### src/rtl/step_sequencer.sv
`default_nettype none
// ============================================================================
// Module   : step_sequencer
// Purpose  : NUM_CH x NUM_STEPS pattern sequencer with tempo-aligned start,
//            programmable bar length, per-channel mute and bar-wrap strobe.
// Revision : 1.0 - initial release
// ============================================================================
module step_sequencer #(
    parameter int NUM_CH    = 4,
    parameter int NUM_STEPS = 8,
    parameter int STEP_W    = 3,
    parameter int CH_W      = 2
) (
    input  logic                 clk,
    input  logic                 reset,
    input  logic                 step_tick,
    input  logic                 start,
    input  logic                 stop,
    input  logic                 wr_en,
    input  logic [CH_W-1:0]      wr_ch,
    input  logic [NUM_STEPS-1:0] wr_pattern,
    input  logic [STEP_W:0]      length,
    input  logic [NUM_CH-1:0]    mute,
    output logic [NUM_CH-1:0]    trig,
    output logic [STEP_W-1:0]    step,
    output logic                 playing,
    output logic                 armed,
    output logic                 bar_wrap,
    output logic [NUM_STEPS-1:0] rd_pattern
);

    typedef enum logic [1:0] {
        S_IDLE = 2'd0,
        S_ARM  = 2'd1,
        S_PLAY = 2'd2
    } state_t;

    localparam logic [STEP_W:0]   c_NUM_STEPS = (STEP_W+1)'(NUM_STEPS);
    localparam logic [STEP_W:0]   c_LEN_ONE   = (STEP_W+1)'(1);
    localparam logic [STEP_W-1:0] c_STEP_ONE  = STEP_W'(1);
    localparam logic [CH_W:0]     c_NUM_CH    = (CH_W+1)'(NUM_CH);

    state_t                r_state;
    logic [STEP_W-1:0]     r_step;
    logic [STEP_W:0]       r_len;
    logic [NUM_CH-1:0]     r_trig;
    logic                  r_bar_wrap;
    logic [NUM_STEPS-1:0]  r_rd;
    logic [NUM_STEPS-1:0]  r_rows [NUM_CH];

    state_t                w_state_nxt;
    logic [STEP_W-1:0]     w_step_nxt;
    logic [STEP_W:0]       w_len_nxt;
    logic [STEP_W:0]       w_len_eff;
    logic [NUM_CH-1:0]     w_trig_nxt;
    logic                  w_wrap_nxt;
    logic                  w_fire;
    logic                  w_ch_ok;

    // Out-of-range lengths fall back to a full-width bar.
    assign w_len_eff = (length == '0 || length > c_NUM_STEPS) ? c_NUM_STEPS : length;
    assign w_ch_ok   = ({1'b0, wr_ch} < c_NUM_CH);

    always_comb begin
        w_state_nxt = r_state;
        w_step_nxt  = r_step;
        w_len_nxt   = r_len;
        w_trig_nxt  = '0;
        w_wrap_nxt  = 1'b0;
        w_fire      = 1'b0;
        if (stop && r_state != S_IDLE) begin
            w_state_nxt = S_IDLE;
            w_step_nxt  = '0;
        end else begin
            case (r_state)
                S_IDLE: begin
                    if (start && !stop) w_state_nxt = S_ARM;
                end
                S_ARM: begin
                    if (step_tick) begin
                        w_state_nxt = S_PLAY;
                        w_step_nxt  = '0;
                        w_len_nxt   = w_len_eff;
                        w_fire      = 1'b1;
                    end
                end
                S_PLAY: begin
                    if (step_tick) begin
                        w_fire = 1'b1;
                        if ({1'b0, r_step} + c_LEN_ONE >= r_len) begin
                            w_step_nxt = '0;
                            w_wrap_nxt = 1'b1;
                            w_len_nxt  = w_len_eff;
                        end else begin
                            w_step_nxt = r_step + c_STEP_ONE;
                        end
                    end
                end
                default: begin
                    w_state_nxt = S_IDLE;
                    w_step_nxt  = '0;
                end
            endcase
        end
        // Rows are read before this edge's write lands, so a same-cycle write uses the old row.
        if (w_fire) begin
            for (int c = 0; c < NUM_CH; c++) begin
                w_trig_nxt[c] = r_rows[c][w_step_nxt] & ~mute[c];
            end
        end
    end

    always_ff @(posedge clk or posedge reset) begin
        if (reset) begin
            r_state    <= S_IDLE;
            r_step     <= '0;
            r_len      <= c_NUM_STEPS;
            r_trig     <= '0;
            r_bar_wrap <= 1'b0;
        end else begin
            r_state    <= w_state_nxt;
            r_step     <= w_step_nxt;
            r_len      <= w_len_nxt;
            r_trig     <= w_trig_nxt;
            r_bar_wrap <= w_wrap_nxt;
        end
    end

    always_ff @(posedge clk or posedge reset) begin
        if (reset) begin
            for (int c = 0; c < NUM_CH; c++) begin
                r_rows[c] <= '0;
            end
            r_rd <= '0;
        end else begin
            if (wr_en && w_ch_ok) r_rows[wr_ch] <= wr_pattern;
            r_rd <= w_ch_ok ? r_rows[wr_ch] : '0;
        end
    end

    assign trig       = r_trig;
    assign step       = r_step;
    assign playing    = (r_state == S_PLAY);
    assign armed      = (r_state == S_ARM);
    assign bar_wrap   = r_bar_wrap;
    assign rd_pattern = r_rd;

endmodule
`default_nettype wire

### config.mk
export PLATFORM = sky130hd
export DESIGN_NAME = step_sequencer
export DESIGN_NICKNAME = d
export VERILOG_FILES = /design/src/rtl/step_sequencer.sv
export SDC_FILE = /design/constraint.sdc
export NUM_CORES = 1
export LEC_CHECK = 0
export CORE_MARGIN = 3
export CORE_UTILIZATION = 34
export DETAILED_ROUTE_END_ITERATION = 8
export PLACE_DENSITY_LB_ADDON = 0.25
export SETUP_SLACK_MARGIN = 0.2
export SLEW_MARGIN = 10
export SYNTH_ARGS = -nofsm -noshare
export SYNTH_HDL_FRONTEND = slang
export SYNTH_SLANG_ARGS = --single-unit
### constraint.sdc
create_clock -name clk -period 3.2 [get_ports clk]
set_clock_uncertainty 0.1 [all_clocks]
set_input_delay 0.48 -clock clk [delete_from_list [all_inputs] [get_ports clk]]
set_output_delay 0.48 -clock clk [all_outputs]
set_load 0.1 [all_outputs]
==> results of run 1 <==
==> state kept, by name, indices dropped and copies added (netlist names) <==
name,flops
r_len,4
r_state,2
bar_wrap,1
rd_pattern,8
trig,4
r_rows,32
step,3
==> area by class of cell <==
cell class              count  area share (%)
clock buffers               5            1.98
clock inverters             3            1.41
inverters                  16            1.73
multi-input cells         146            39.5
flip-flops and latches     54            39.0
well taps                 102            3.68
repair buffers             49            12.6
==> worst max-delay path: cells and delay by family, from the launching register on <==
family	cells	cell delay, ns
and+or+nand+nor	2	0.40
AOI/OAI and AO/OA	4	1.03
xor gates and xnor gates	1	0.16
DFF	1	0.49
adders and majority gates	2	0.53
==> how the worst max path moves through the flow <==
stage / start / end / slack (ns) / cells after the start
after floorplan: step[2]$_DFF_PP0_ / r_len[0]$_DFFE_PP0P_ / 0.21 / 8
after global placement: step[0]$_DFF_PP0_ / trig[0]$_DFF_PP0_ / 0.30 / 8
after detailed placement: step[0]$_DFF_PP0_ / trig[0]$_DFF_PP0_ / 0.24 / 8
after CTS: step[0]$_DFF_PP0_ / trig[3]$_DFF_PP0_ / 0.21 / 8
after global routing: step[0]$_DFF_PP0_ / trig[3]$_DFF_PP0_ / 0.23 / 9
final: step[0]$_DFF_PP0_ / trig[1]$_DFF_PP0_ / 0.43 / 9
==> layer usage <==
metal,up-vias,track usage [%]
li1,921,-
met1,970,18.9
met2,31,23.1
met3,6,2.38
met4,0,4.75
met5,-,0
==> placed cells by master (no fill, tap or decap), drive strengths merged, types with 5 or more instances in the layout <==
master         instances
dfrtp                 53
mux2                  32
buf                   26
clkdlybuf4s50         23
inv                   17
nor2                  12
mux2i                 11
ha                     9
mux4                   8
o21ai                  8
nand2                  6
or2                    6
a2111oi                6
o211ai                 5
clkbuf                 5
a21oi                  5
==> cells by family (layout without fill, tap and decap cells) <==
group	count (synthesis)	in the layout	share of synthesized area, %
adders and majority gates	9	9	4.02
AOI/OAI and AO/OA	36	36	10.2
muxes	51	51	23.2
xor gates and xnor gates	1	1	0.313
and+or+nand+nor	49	49	10.5
DFF	54	54	48.3
buffers and inverters	21	73	3.44
==> per-stage QoR <==
stage | instances | utilization [%]
after global routing | 375 | 44.2
after detailed placement | 366 | 42.3
final | 375 | 44.2
after CTS | 374 | 43.8
after floorplan | 221 | -
after global placement | 366 | 42.3
==> power breakdown <==
| group | switching [uW] | total, uW | internal [uW] |
|---|---|---|---|
| logic | 781 | 1210 | 431 |
| clock network | 244 | 482 | 239 |
| registers | 109 | 945 | 836 |
==> timing repair <==
action,4_1_cts,5_1_grt
hold buffers,0,0
buffers inserted,0,1
hold endpoints to repair,0,0
endpoints found under the setup margin,0,4
resized for setup,0,4
==> out/results.tsv, run 1 <==
metric	value	unit
hold_sp	r_len[3]$_DFFE_PP1P_	
critical path cell sequence	ha_1, xor2_1, ha_1, o211ai_1, o21a_2, a22o_4, and4b_1, a221oi_1, or2_1	
worst skew pair latency	0.31	ns
Static Leak	0.00150	uW
Final Hold Slack	0.409	ns
FF-to-FF path depth	9	
R2R Setup Slk	0.43	ns
fmax	0.361	GHz
gr usage total	14.1	%
Syn Inst Count	221	
detailed placer's ending HPWL	4820	um
gp weighted congestion	0.841	
synth-to-layout area growth	24.0	%
pre-CTS WS	0.244	ns
Sink Count	54	
Max H-tree Level	2	
Cells on Worst Hold Path	2	
Starting DRT DRC Count	101	
clk slew on worst S/H paths	0.10	ns
# DRC	0	
average size of a mapped cell	12.7	um2
Synth Register Bits	54	
EDFF count, synth	0	
Row Count	32	
async set-or-reset flop fraction in the synthesized netlist	100	%
max-slew violations	0	
final worst path period need	2.77	ns
die height	96.7	um
drt pass-1 iters	4	
Reg-to-Reg Start	step[0]$_DFF_PP0_	
Port Buffers	41	
Reg2Reg Capture Point	trig[1]$_DFF_PP0_	
mapped cell area	2800	um2
Worst Path Required	3.36	ns
multi-input logic area	1370	um2
met2 routed WL	3270	um
clk buf depth	2	
CP dominant cell by count	ha_1	
ys flop type	dfrtp_1	
Syn. warnings	0	
Synth area leaders	dfrtp_1 (47%), mux2_2 (13%), mux4_2 (6.4%)	
M1 wire length	2920	um
placed cell area	3320	um2
number of top-level pins	42	
Antenna Cells	0	
# Max-Cap Violations	0	
total congestion overflow	0	
Num CTS Buffers	5	
die width	96.7	um
most common cell in the netlist	dfrtp_1	
Worst Hold Endpoint	r_len[3]$_DFFE_PP1P_	
core box area	7850	um2
WL met3	157	um
pwr dens	760	nW/um2
status	finished clean	
syn nets	254	
RSZ-0062 raised after global routing	false	
peak supply drop	0.000266	V
Worst slew margin	59.2	%
max layer used	met4	
PnR worst setup slack	0.428	ns
Clock Root Buffer	clkbuf_8	
vias in the first global route	1998	
total power	2640	uW
Setup crit end kind	flip-flop	
via/cell ratio	5.14	
initial antenna violation count	0	
Hold WC Path Type	flip-flop to flip-flop	
CP max-delay cell	dfrtp_2	
Worst EP arrival	2.93	ns
Via Count	1928	
CP peak stage delay	0.49	ns
Hold Vio Cnt, Final	0	
fin area	3470	um2
synth cell count leaders	dfrtp_1 (53), mux2_2 (32), inv_1 (16)	
largest net degree at the start of global routing	29	
DRT Wirelength	6440	um
nets@finish	305	
share of post-route cells with drive strength above 1	33.0	%
Fillers	750	
setup_tns	0	ns
Routed WL per cell	17.2	um
Synth top area share	47.4	%
first-pass GRT wire length	10700	um
crit path launch type	flip-flop	
crit path max fanout	14	
final-report setup violation count	0	
Register Area	1360	um2
Starting Density	35.7	%
Detail Route Antenna Nets	0	
sequential element share of the synthesized area	48.3	%
Slew @ Worst Pin	0.611	ns
post-synth top area cell	dfrtp_1	
Yosys cell types	46	
clock tree from TritonCTS	done	
Setup CP Type	flip-flop to flip-flop	
area of the die	9360	um2
Period Utilization, post-route	86.6	%
Note: power is estimated with default switching activity, not from simulation.
==> run 2: changes to the inputs <==
- CORE_UTILIZATION: 34 -> 32
==> out/results.tsv, run 2 (synthesized netlist as in run 1, its figures left out) <==
metric	value	unit	change
area of the die	9910	um2	+5.9%
die width	99.5	um	+2.9%
Num CTS Buffers	5		unchanged
Via Count	1924		-0.21%
synth-to-layout area growth	23.6	%	
Worst EP arrival	2.87	ns	-0.06 ns
Static Leak	0.00149	uW	-0.17%
Max H-tree Level	2		unchanged
# DRC	0		unchanged
largest net degree at the start of global routing	32		+10%
RSZ-0062 raised after global routing	false		
total congestion overflow	0		unchanged
Fillers	802		+6.9%
Hold Vio Cnt, Final	0		unchanged
Clock Root Buffer	clkbuf_8		
drt pass-1 iters	4		unchanged
Worst slew margin	63.3	%	+4.1 points
commonest non-fill, non-tap cell in the layout	dfrtp_1		
nets@finish	306		+0.33%
pre-CTS WS	0.387	ns	+0.143 ns
clk buf depth	2		unchanged
share of post-route cells with drive strength above 1	32.5	%	-0.49 points
via/cell ratio	5.08		-1.3%
final-report setup violation count	0		unchanged
clk slew on worst S/H paths	0.10	ns	about the same
die height	99.5	um	+2.9%
initial antenna violation count	0		unchanged
Worst Path Required	3.36	ns	about the same
max-slew violations	0		unchanged
Sink Count	54		unchanged
gr usage total	13.0	%	-1.0 points
Period Utilization, post-route	84.6	%	-2.0 points
core box area	8340	um2	+6.3%
gp weighted congestion	0.785		-6.6%
fmax	0.369	GHz	+2.4%
post-layout utilization of the core	41.5	%	-2.8 points
Hold WC Path Type	flip-flop to flip-flop		
Sw Share	43.5	%	+0.53 points
dpl cells	370		+1.1%
crit path max fanout	8		-6
crit path launch type	flip-flop		
DRT Wirelength	6160	um	-4.3%
Slew @ Worst Pin	0.537	ns	-0.0739 ns
hold buffers post-CTS	0		unchanged
setup_tns	0	ns	unchanged
Pint	1440	uW	-4.3%
clock tree from TritonCTS	done		
sequential share of power	36.8	%	+1.0 points
worst skew pair latency	0.31	ns	about the same
Register Area	1360	um2	unchanged
total power	2550	uW	-3.4%
Starting DRT DRC Count	145		+44%
commonest cells after routing, fill and taps aside	dfrtp_1 (51), mux2_2 (32), buf_4 (26)		
# Max-Cap Violations	0		unchanged
Routed WL per cell	16.3	um	-5.3%
Antenna Cells	0		unchanged
number of flip-flops in the largest register	32		unchanged
PnR worst setup slack	0.492	ns	+0.0639 ns
Row Count	33		+3.1%
Port Buffers	41		unchanged
final worst path period need	2.71	ns	-0.0639 ns
Starting Density	33.6	%	-2.1 points
Post-Layout Cell Count	379		+1.1%
Setup crit end kind	flip-flop		
Most flops, register	r_rows		
power share of the combinational group	47.2	%	+1.3 points
Setup CP Type	flip-flop to flip-flop		
pwr dens	737	nW/um2	-3.1%
net switching power	1110	uW	-2.2%
status	finished clean		
first-pass GRT wire length	10200	um	-4.6%
number of top-level pins	42		unchanged
multi-input logic area	1370	um2	-0.46%
Detail Route Antenna Nets	0		unchanged
peak supply drop	0.000225	V	-16%
vias in the first global route	1927		-3.6%
detailed placer's ending HPWL	4750	um	-1.4%
Clk pwr share	16.0	%	-2.3 points
[run 2: cell type report]
type / instances / area share, %
Timing Repair Buffer: 50 / 12.9
Multi-Input combinational cell: 146 / 39.5
Inverter: 16 / 1.74
Sequential cell: 54 / 39.2
Clock inverter: 2 / 0.507
Tap cell: 105 / 3.80
Clock buffer: 6 / 2.39
[run 2: path summary, 6_finish.rpt]
path | depth (start not counted) | slack [ns] | start | endpoint
min in group asynchronous | 2 | 0.42 | reset | bar_wrap$_DFF_PP0_
hold / removal | 2 | 0.39 | r_len[3]$_DFFE_PP1P_ | r_len[3]$_DFFE_PP1P_
setup reg to reg | 9 | 0.49 | step[0]$_DFF_PP0_ | trig[1]$_DFF_PP0_
hold reg to reg | 2 | 0.39 | r_len[3]$_DFFE_PP1P_ | r_len[3]$_DFFE_PP1P_
max in group asynchronous | 3 | 2.03 | reset | r_rows[17]$_DFFE_PP0P_
setup / recovery | 9 | 0.49 | step[0]$_DFF_PP0_ | trig[1]$_DFF_PP0_
[run 2: per-layer routing]
metal	GRT usage, %	up-vias	routed length (um)
met5	0	-	0
met4	4.10	0	112
met3	2.59	11	229
met2	21.0	38	2950
met1	17.7	949	2870
li1	-	926	-
[run 2: critical path: stages (launching register included)]
cell       delay (ns)
dfrtp_2          0.47
ha_1             0.35
ha_1             0.28
o211ai_1         0.18
o21a_1           0.26
nand4_1          0.12
buf_4            0.18
and4_1           0.19
a2111oi_0        0.38
or2_1            0.15
[run 2: stage by stage]
step,hold slack [ns],cell area (um2)
detailed placement,0.383,3330
finish,0.393,3460
floorplan,0.362,2800
global placement,0.378,3330
global route,0.417,3460
CTS,0.402,3430
[run 2: repair_timing]
action / in CTS / in global routing
endpoints found under the setup margin: 0 / 4
buffers inserted: 0 / 1
gates resized for setup: 0 / 3
hold endpoints to repair: 0 / 0
[run 2: power by group through the flow]
stage / logic (uW) / registers [uW] / clock network [uW]
after floorplan: 668 / 1200 / 0
after global placement: 1190 / 949 / 0
after detailed placement: 1190 / 955 / 0
after CTS: 1200 / 940 / 420
after global routing: 1290 / 958 / 446
final: 1200 / 939 / 407
